### config.mk
export PLATFORM = sky130hd
export DESIGN_NAME = lcd_sprite_scheduler
export DESIGN_NICKNAME = d
export VERILOG_FILES = /design/src/rtl/lcd_sprite_scheduler.sv
export SDC_FILE = /design/constraint.sdc
export NUM_CORES = 1
export LEC_CHECK = 0
export ABC_CLOCK_PERIOD_IN_PS = 6300
export CAP_MARGIN = 30
export CORE_UTILIZATION = 55
export CTS_CLUSTER_DIAMETER = 200
export DETAILED_ROUTE_END_ITERATION = 8
export PLACE_DENSITY = 0.78
export SETUP_SLACK_MARGIN = 0.05
export SYNTH_ARGS = -nofsm -noshare
export SYNTH_HDL_FRONTEND = slang
export SYNTH_SLANG_ARGS = --single-unit
### constraint.sdc
create_clock -name PixelClk -period 6.3 [get_ports PixelClk]
set_input_delay 0.63 -clock PixelClk [delete_from_list [all_inputs] [get_ports PixelClk]]
set_output_delay 0.63 -clock PixelClk [all_outputs]
set_load 0.05 [all_outputs]
### src/rtl/lcd_sprite_scheduler.sv
`default_nettype none
// ============================================================================
// Module   : lcd_sprite_scheduler
// Brief    : Per-frame sprite motion scheduler with host write and render read
// Revision : 1.0 - initial release
// ============================================================================
module lcd_sprite_scheduler #(
    parameter int NUM_SPRITES = 8,
    parameter int H_VALID     = 480,
    parameter int V_VALID     = 272,
    parameter int XW          = 10,
    parameter int YW          = 9,
    parameter int VW          = 4,
    localparam int IW         = $clog2(NUM_SPRITES)
) (
    input  logic          PixelClk,
    input  logic          nRST,
    input  logic          frame_start,
    input  logic          host_req,
    input  logic [IW-1:0] host_idx,
    input  logic [XW-1:0] host_x,
    input  logic [YW-1:0] host_y,
    input  logic [VW-1:0] host_dx,
    input  logic [VW-1:0] host_dy,
    output logic          host_ack,
    input  logic [IW-1:0] rd_idx,
    output logic [XW-1:0] rd_x,
    output logic [YW-1:0] rd_y,
    output logic          busy,
    output logic          update_done,
    output logic          overrun
);

    localparam logic [1:0] S_IDLE   = 2'd0;
    localparam logic [1:0] S_UPDATE = 2'd1;
    localparam logic [1:0] S_DONE   = 2'd2;

    localparam logic [XW-1:0] C_H_VALID = XW'(H_VALID);
    localparam logic [YW-1:0] C_V_VALID = YW'(V_VALID);
    localparam logic [IW-1:0] C_LAST    = IW'(NUM_SPRITES - 1);

    logic [1:0]    r_state;
    logic [1:0]    w_state_next;
    logic [IW-1:0] r_cnt;
    logic          r_ack_prev;
    logic          r_overrun;
    logic [XW-1:0] r_rd_x;
    logic [YW-1:0] r_rd_y;

    logic [XW-1:0] r_x_mem  [NUM_SPRITES];
    logic [YW-1:0] r_y_mem  [NUM_SPRITES];
    logic [VW-1:0] r_dx_mem [NUM_SPRITES];
    logic [VW-1:0] r_dy_mem [NUM_SPRITES];

    logic [XW:0]   w_sum_x;
    logic [YW:0]   w_sum_y;
    logic [XW-1:0] w_next_x;
    logic [YW-1:0] w_next_y;

    // State register
    always_ff @(posedge PixelClk or negedge nRST) begin
        if (!nRST) begin
            r_state    <= S_IDLE;
            r_cnt      <= '0;
            r_ack_prev <= 1'b0;
            r_overrun  <= 1'b0;
        end else begin
            r_state    <= w_state_next;
            r_ack_prev <= host_ack;
            if (frame_start && (r_state != S_IDLE)) begin
                r_overrun <= 1'b1;
            end
            if (r_state == S_UPDATE) begin
                r_cnt <= r_cnt + IW'(1);
            end else begin
                r_cnt <= '0;
            end
        end
    end

    // Next-state logic
    always_comb begin
        w_state_next = r_state;
        case (r_state)
            S_IDLE:   if (frame_start) w_state_next = S_UPDATE;
            S_UPDATE: if (r_cnt == C_LAST) w_state_next = S_DONE;
            S_DONE:   w_state_next = S_IDLE;
            default:  w_state_next = S_IDLE;
        endcase
    end

    // Output logic; a pending host write yields to frame_start and to the previous ack
    always_comb begin
        busy        = (r_state != S_IDLE);
        update_done = (r_state == S_DONE);
        host_ack    = (r_state == S_IDLE) && host_req && !frame_start && !r_ack_prev;
    end

    // Wrap: the extra top bit of the sum is the sign; the add/subtract is done mod 2^W
    always_comb begin
        w_sum_x = {1'b0, r_x_mem[r_cnt]} + {{(XW + 1 - VW){r_dx_mem[r_cnt][VW-1]}}, r_dx_mem[r_cnt]};
        w_sum_y = {1'b0, r_y_mem[r_cnt]} + {{(YW + 1 - VW){r_dy_mem[r_cnt][VW-1]}}, r_dy_mem[r_cnt]};

        if (w_sum_x[XW]) begin
            w_next_x = w_sum_x[XW-1:0] + C_H_VALID;
        end else if (w_sum_x >= {1'b0, C_H_VALID}) begin
            w_next_x = w_sum_x[XW-1:0] - C_H_VALID;
        end else begin
            w_next_x = w_sum_x[XW-1:0];
        end

        if (w_sum_y[YW]) begin
            w_next_y = w_sum_y[YW-1:0] + C_V_VALID;
        end else if (w_sum_y >= {1'b0, C_V_VALID}) begin
            w_next_y = w_sum_y[YW-1:0] - C_V_VALID;
        end else begin
            w_next_y = w_sum_y[YW-1:0];
        end
    end

    // Attribute table
    always_ff @(posedge PixelClk or negedge nRST) begin
        if (!nRST) begin
            for (int i = 0; i < NUM_SPRITES; i++) begin
                r_x_mem[i]  <= '0;
                r_y_mem[i]  <= '0;
                r_dx_mem[i] <= '0;
                r_dy_mem[i] <= '0;
            end
        end else if (r_state == S_UPDATE) begin
            r_x_mem[r_cnt] <= w_next_x;
            r_y_mem[r_cnt] <= w_next_y;
        end else if (host_ack) begin
            r_x_mem[host_idx]  <= host_x;
            r_y_mem[host_idx]  <= host_y;
            r_dx_mem[host_idx] <= host_dx;
            r_dy_mem[host_idx] <= host_dy;
        end
    end

    // Renderer read port
    always_ff @(posedge PixelClk or negedge nRST) begin
        if (!nRST) begin
            r_rd_x <= '0;
            r_rd_y <= '0;
        end else begin
            r_rd_x <= r_x_mem[rd_idx];
            r_rd_y <= r_y_mem[rd_idx];
        end
    end

    assign rd_x    = r_rd_x;
    assign rd_y    = r_rd_y;
    assign overrun = r_overrun;

endmodule
`default_nettype wire

# Yosys cells after proc, flatten, opt, wreduce, memory -nomap -nowiden
# Index checks and enable logic that the tools add are counted.
[op_classes]
add_sub_neg = 7
n_lt_le_gt_ge = 7
n_eq_ne = 5
n_mux = 46
bitwise = 4
reduce_logical = 13
[ops]
columns = ["op", "count"]
rows = [
  ["$bwmux W80", 2],
  ["$mux W80", 2],
  ["$bwmux W72", 2],
  ["$mux W72", 2],
  ["$mux W10", 8],
  ["$mux W9", 8],
  ["$bwmux W32", 2],
  ["$bmux W10 S3", 2],
  ["$demux W10 S3", 2],
  ["$bmux W9 S3", 2],
  ["$demux W9 S3", 2],
  ["$bmux W4 S3", 2],
  ["$mux W4", 5],
  ["$demux W4 S3", 1],
  ["$ge A4 B4 Y1 const B", 3],
  ["$not A3 Y4", 3],
  ["$add A10 B11 Y11", 1],
  ["$ge A11 B9 Y1 const B", 1],
  ["$add A10 B9 Y10 const B", 1],
  ["$add A9 B10 Y10", 1],
  ["$ge A10 B9 Y1 const B", 1],
  ["$sub A10 B9 Y10 const B", 1],
  ["$add A9 B9 Y9 const B", 1],
  ["$sub A9 B9 Y9 const B", 1],
  ["other kinds (15)", 26],
]
[totals]
regBits = 242
in_bits = 37
out_inout_bits = 23
elab_cells = 120

# Depth between registers and ports, before layout
[depth]
ltp_word = 10
mapped_depth = 21
mapped_depth_nobuf = 17

# Worst setup path before layout
# OpenSTA, ideal clock, no wires.
[synth_path]
kind = "reg-to-reg"
startpoint = "reg r_cnt[0]"
endpoint = "reg r_y_mem[67] in the netlist's numbering"
setup_ns = 0.154
arrival_ns = 4.598
t_required_ns = 6.146
slack_ns = 1.548
path_stages_with_launch = 20
path_buffers = 6
synth_period_minus_slack_ns = 4.752
path_cell_list = "dfrtp_1 clkbuf_1 clkbuf_1 clkbuf_1 clkbuf_1 buf_1 o22ai_1 ha_1 fa_1 a21o_1 a21oi_1 xnor2_1 ha_1 nand2b_1 nor4_1 or3_1 clkbuf_1 a21oi_1 xnor2_1 o221ai_1"
[synth_via]
elab_chain_len = 10
word_cells_on_any_way = 20
cone_classes = "add/sub: 3; order compare: 3; mux: 12; bitwise: 1; reduce/logical: 1"
[synth_lines]
columns = ["item", "line", "source"]
rows = [
  ["start: declaration", "44", "logic [IW-1:0] r_cnt;"],
  ["start signal: assignment", "74", "r_cnt <= r_cnt + IW'(1);"],
  ["$not A3 Y4 (implied by the code) (*)", "102, 132", ""],
  ["$bmux W9 S3 or $bmux W4 S3 (tied branches)", "102", "w_sum_y = {1'b0, r_y_mem[r_cnt]} + {{(YW + 1 - VW){r_dy_mem[r_cnt][VW-1]}}, r_dy_mem[r_cnt]};"],
  ["$mux W9 (implied by the code) or $mux W4 (tied branches) (2 in a row)", "102", ""],
  ["$add A9 B10 Y10", "102", ""],
  ["$sub A9 B9 Y9 or $ge A10 B9 Y1 (tied branches)", "115, 114", ""],
  ["$mux W9", "114", "end else if (w_sum_y >= {1'b0, C_V_VALID}) begin"],
  ["$mux W9", "112", "if (w_sum_y[YW]) begin"],
  ["$bwmux W72 (*)", "132", "r_y_mem[r_cnt] <= w_next_y;"],
  ["$mux W72 (*)", "130", "end else if (r_state == S_UPDATE) begin"],
  ["end signal: indexed assignment", "132", ""],
  ["end signal: indexed assignment", "135", "r_y_mem[host_idx] <= host_y;"],
  ["end: declaration", "51", "logic [YW-1:0] r_y_mem [NUM_SPRITES];"],
]
# Mark *: on every way between the ends. The rest lies on a longest branch, timed or not. The select of a mux whose other input is x is not followed.
# A chain may end at the register's enable or synchronous reset.

# Worst setup path after layout
[layout_path]
startpoint = "reg r_cnt[1]"
endpoint = "reg r_x_mem[39] in the netlist's numbering"
[layout_via]
elab_chain_len = 10
word_cells_on_any_way = 20
cone_classes = "add/sub: 3; order compare: 3; mux: 12; bitwise: 1; reduce/logical: 1"
[layout_lines]
columns = ["item", "line", "source"]
rows = [
  ["$not A3 Y4 (implied by the code) (*)", "101, 131", ""],
  ["$bmux W10 S3 or $bmux W4 S3 (tied branches)", "101", "w_sum_x = {1'b0, r_x_mem[r_cnt]} + {{(XW + 1 - VW){r_dx_mem[r_cnt][VW-1]}}, r_dx_mem[r_cnt]};"],
  ["$mux W10 (implied by the code) or $mux W4 (tied branches) (2 in a row)", "101", ""],
  ["$add A10 B11 Y11", "101", ""],
  ["$sub A10 B9 Y10 or $ge A11 B9 Y1 (tied branches)", "107, 106", ""],
  ["$mux W10", "106", "end else if (w_sum_x >= {1'b0, C_H_VALID}) begin"],
  ["$mux W10", "104", "if (w_sum_x[XW]) begin"],
  ["$bwmux W80 (*)", "131", "r_x_mem[r_cnt] <= w_next_x;"],
  ["$mux W80 (*)", "130", ""],
  ["end signal: indexed assignment", "131", ""],
  ["end signal: indexed assignment", "134", "r_x_mem[host_idx] <= host_x;"],
  ["end: declaration", "50", "logic [XW-1:0] r_x_mem [NUM_SPRITES];"],
]
# Marks and branches as above.

==> impl_results.md <==
* Asr flop ratio synth at 100%
* Drt initial violations at 1614
* Post-synth EDFFs at 0
* Avg Cell Area, Syn at 10.4 µm²
* Hold_buf cts at 0
* Initial Util at 56.0%
* # Max-Cap Violations at 0
* CTS tree: built
* DRC at 0
* Crit Path Category: reg -> reg
* Antenna cells at 0
* Req. time, crit path at 6660 ps
* Die W at 162 µm
* Cts repair resizes at 0
* # setup viols final at 0
* Hold_ws at 118 ps
* Yosys cell types at 77
* Detailed Routing Iterations Pass 1 at 8
* Rows at 58
* Final Max Tran Viols at 0
* Biggest cell delay along the critical path at 820 ps
* Initial antenna violation count at 1
* IO Count at 60
* Placed cells at 1692
* Worst Max-Slew Pin Slew at 989 ps
* Dpl cell area at 0.0151 mm²
* Via count at 12600
* Gr ovfl total at 0
* Peak Freq at 0.187 GHz
* CTS HTree Levels at 1
* Hold crit path type: in -> async
* Core area at 0.0252 mm²
* Cts bufs inserted at 27
* CP endpoint kind: flop
* Die Y at 162 µm
* Final setup skew at 19.0 ps
* First-pass GRT wire length at 72400 µm
* Clk_lat worst skew at 540 ps
* Layout cells sized above 1 at 19.4%
* Most area-consuming cells after synthesis: dfrtp_1 43%, mux2_2 8.2%, mux4_2 6.4%
* Largest net degree at the start of global routing at 142
* Sequential area share after synthesis at 42.9%
* Flip-flop and latch count after synthesis at 242
* Root Buffer: clkbuf_16
* RSZ-0062 raised after global routing: no
* Setup TNS at 0 ps
* CP max stage cell: dfrtp_2
* Clock Path Buffers at 3
* Syn Nets at 1425
* Outcome: complete, no violations
* Port bufs at 59
* Post-DP HPWL at 29600 µm
* Dominant synthesized flop cell: dfrtp_1
* GPL Wtd Cong at 0.970
* Crit path time final at 5340 ps
* Area Overhead vs Synth at 13.6%
* Final Cell Area at 0.0160 mm²
* Slew margin rel. at 33.6%
* Final ANT Viol Nets at 0
* Critical path arrival at 5700 ps
* Clock sink count at 242
* Synth Cell Area at 0.0141 mm²
* Hold Vio Cnt, Final at 0
* Post-CTS setup repair buffer count at 0
* DRT Wirelength at 46800 µm
* Commonest non-fill, non-tap cell in the layout: dfrtp_1
* Yosys warning count at 0
* Share of the synthesized area in the top cell type at 42.9%
* CP cell instances: buf_4, mux2i_1, nor2_1, a21oi_1, nor2_1, nor3_1, inv_1, ha_1, a21o_1, a311o_1, nand3_1, inv_1, ha_1, and2_1, nor4b_2, a311oi_2, o221ai_1
* Crit start category: flop
* Worst-path fanout max at 26
* Post-Synthesis Cells at 1360
* Worst-path clk slew at 60 ps
* Cell taking the most area after synthesis: dfrtp_1
* WL per Instance at 26.9 µm
* Vias/cell at 7.27
* Overall routing resource usage at 36.3%
* Fin crit share at 84.8%
* Overall die area at 0.0263 mm²
* Most frequent cells in the layout: 239 x dfrtp_1, 173 x nand2_1, 103 x mux2_2
* Fin nets at 1457
* Vias in the first global route at 12400
* Post-Layout Cell Count at 1740
-- final timing paths --
| kind | from | to | slack (ps) | cells past startpoint |
|---|---|---|---|---|
| worst max register to register | r_cnt[1]$_DFF_PN0_ | r_x_mem[39]$_DFFE_PN0P_ | 960 | 17 |
| max in group asynchronous | nRST | r_x_mem[3]$_DFFE_PN0P_ | 5010 | 2 |
| worst min-delay path | nRST | rd_x[1]$_DFF_PN0_ | 120 | 1 |
| worst max-delay path | r_cnt[1]$_DFF_PN0_ | r_x_mem[39]$_DFFE_PN0P_ | 960 | 17 |
| min in group PixelClk | overrun$_DFFE_PN0P_ | overrun$_DFFE_PN0P_ | 460 | 1 |
| worst min register to register | overrun$_DFFE_PN0P_ | overrun$_DFFE_PN0P_ | 460 | 1 |
-- flip-flops by register name, summed over array words and instances (netlist names) --
name	cells
r_x_mem	80
r_y_mem	72
r_dx_mem	32
r_dy_mem	32
rd_x	10
rd_y	9
r_cnt	3
r_state	2
overrun	1
r_ack_prev	1
-- layout make-up --
type | count | area (µm²)
Fill cell | 1957 | 9150
Multi-Input combinational cell | 1003 | 7630
Sequential cell | 242 | 6060
Timing Repair Buffer | 104 | 981
Clock buffer | 34 | 752
Tap cell | 330 | 413
Clock inverter | 13 | 145
Inverter | 14 | 52.6
-- critical path: cells and delay by family (launching register included) --
| kind | cells | cell delay [ps] |
|---|---|---|
| AOI/OAI and AO/OA | 5 | 1650 |
| buffers and inverters | 3 | 660 |
| and+or+nand+nor | 6 | 1200 |
| muxes | 1 | 230 |
| DFF | 1 | 820 |
| adders and majority gates | 2 | 590 |
-- metrics by stage --
stage          util (%)  setup WS (ps)
2_1_floorplan         -           1550
3_3_place_gp       59.7           1200
3_5_place_dp       60.1           1110
4_1_cts            63.6           1090
5_1_grt            63.7            678
6_report           63.7            959
-- logic make-up after synthesis --
logic type | synth area share [%]
AO/OA/AOI/OAI | 21.3
AND/OR/NAND/NOR | 11.8
flip-flops | 42.9
multiplexers | 16.7
buffers and inverters | 3.16
adder cells (fa/ha/maj) | 2.59
XOR/XNOR | 1.65
-- synth_stat cells (6+ instances only) --
master    count
nor2b_1      10
a211oi_1     19
buf_1        14
a221oi_1     22
xor2_1        6
ha_1         26
or2_2         6
nor2_1       95
xnor2_1      10
and3_1        6
o221ai_1     77
clkbuf_1     80
a22oi_1      43
mux4_2       40
a21oi_1      56
inv_1        12
a21o_1       16
o22ai_1      11
nand2_1     174
nand3_1      39
o211ai_1     12
dfrtp_1     242
nor3_1        6
mux2i_1      29
and2_1       14
a221o_1      30
o21ai_0      65
mux2_2      103
a31oi_1      11
-- routing by layer --
layer  vias up  track usage [%]  wire length [µm]
met5         -            0.947                 0
met4         0             18.5              2590
met3       207             11.1              6380
met2       979             54.4             20600
met1      6200             47.5             17300
li1       5260                -                 -
Power is left out: the tool's default activity adds up to more than one toggle a clock period on the data nets, which glitch-free logic cannot reach.
==> RTL change, RTL diff (config.mk and constraints unchanged) <==
Put one more register stage on the output `overrun`, without a reset. The value now appears one clock later. The other outputs are not delayed to match.
--- a/src/rtl/lcd_sprite_scheduler.sv
+++ b/src/rtl/lcd_sprite_scheduler.sv
@@ -153,3 +153,5 @@
     assign rd_y    = r_rd_y;
-    assign overrun = r_overrun;
+    always_ff @(posedge PixelClk) begin
+        overrun <= r_overrun;
+    end
 
Formal check against the unedited RTL: not equivalent (a bounded check fails within 4 cycles, from zero or initial values and one cycle with nRST low).
==> RTL change against the original RTL <==
- worst setup slack got worse by 280 ps
- area after synthesis fell by 0.16%
- sequential cell count rose by 1
- routed wire length fell by 3.6%
- worst hold slack improved by 74 ps
- cell area fell by 0.41%
- largest cell class unchanged
- highest routed layer unchanged
Power is not shown: default switching activity piles up to over one toggle a cycle in this logic, so the estimate is an artifact.
==> RTL change: results (changes against the original RTL) <==
* Result of the run: complete, no violations
* CP max FO at 30 (+15%)
* Cell types with the highest counts after synthesis: 242 x dfrtp_1, 132 x mux2_2, 95 x nand2_1, 87 x o221ai_1, 75 x clkbuf_1
* Post-Place Cells at 1617 (-4.4%)
* Amount of wire on met2 after detailed routing at 20420 um (-0.77%)
* M1 wire length at 17160 um (-0.65%)
* Global-route met2 utilization at 0.5345 (-0.009364)
* Fraction of synthesized cell area in xor and xnor cells at 0.01475 (-0.001750)
* Biggest area contributors in the synthesized netlist: dfrtp_1 43%, mux2_2 11%, mux4_2 6.1%
* Detailed-routing iteration count for the pre-antenna-repair pass at 6 (-2)
* R2R Setup Slk at 680 ps (-280 ps)
* Non-Filler Instances at 1665 (-4.3%)
* Adder and majority gate portion of the synthesized area at 0.02594 (+0.00004140)
* Critical path's slowest cell: dfrtp_4
* Sequential element share of the synthesized area at 0.4313 (+0.002107)
* Fraction of layout cells with a size suffix above 1 at 0.2195 (+0.02515)
* Final weighted congestion in routability-driven placement at 0.8946 (-7.7%)
* Number of distinct library cell variants in the gate-level netlist after synthesis at 81 (+5.2%)
* Pin count of the biggest net entering global routing at 130 (-8.5%)
* Via count at 12170 (-3.7%)
* Final wirelength at 45150 um (-3.6%)
* Delay of the slowest cell on the worst path at 710 ps (-110 ps)
* Reg2Reg Launch Point: r_cnt[0]
* Least-Margin Pin Slew at 1121 ps (+132.4 ps)
* Antenna violations before repair at 0 (-1)
* Placed wire-length estimate at 28320 um (-4.3%)
* Post-place setup slack at 855.1 ps (-255.2 ps)
* Met3 track demand over resource at 0.06920 (-0.04162)
* End point of the critical path: r_y_mem[14]
* Total length of routed met3 wires at 5288 um (-17%)
* Period utilisation layout at 0.8926 (+0.04477)
* Setup skew after layout at 17.63 ps (-1.390 ps)
* Critical Path AT at 5980 ps (+280 ps)
* Clock buffers created by TritonCTS at 26 (-3.7%)
* Cell count after synthesis at 1282 (-5.7%)
[RTL change: worst min-delay path by stage]
stage                         to       from  depth (start not counted)
finish                r_ack_prev       nRST                          1
CTS                  r_dx_mem[3]       nRST                          1
global placement         overrun  r_overrun                          0
detailed placement       overrun  r_overrun                          0
floorplan             r_ack_prev       nRST                          0
global route        r_dx_mem[27]       nRST                          1
[RTL change: through the flow]
stage               hold slack, ps  cell area [um^2]  utilization
global route                 286.0             15960       0.6340
CTS                          243.3             15940       0.6331
global placement             351.7             14970       0.5945
detailed placement           357.4             15070       0.5985
floorplan                    334.4             14090            -
finish                       191.9             15960       0.6340
[RTL change: cell type report]
class / instances / area [um^2] / share of cell area
Clock buffer: 39 / 780.7 / 0.04891
Clock inverter: 7 / 88.84 / 0.005565
Inverter: 15 / 56.30 / 0.003527
Multi-Input combinational cell: 926 / 7562 / 0.4737
Sequential cell: 243 / 6082 / 0.3810
Tap cell: 330 / 412.9 / 0.02586
Timing Repair Buffer: 105 / 980.9 / 0.06145
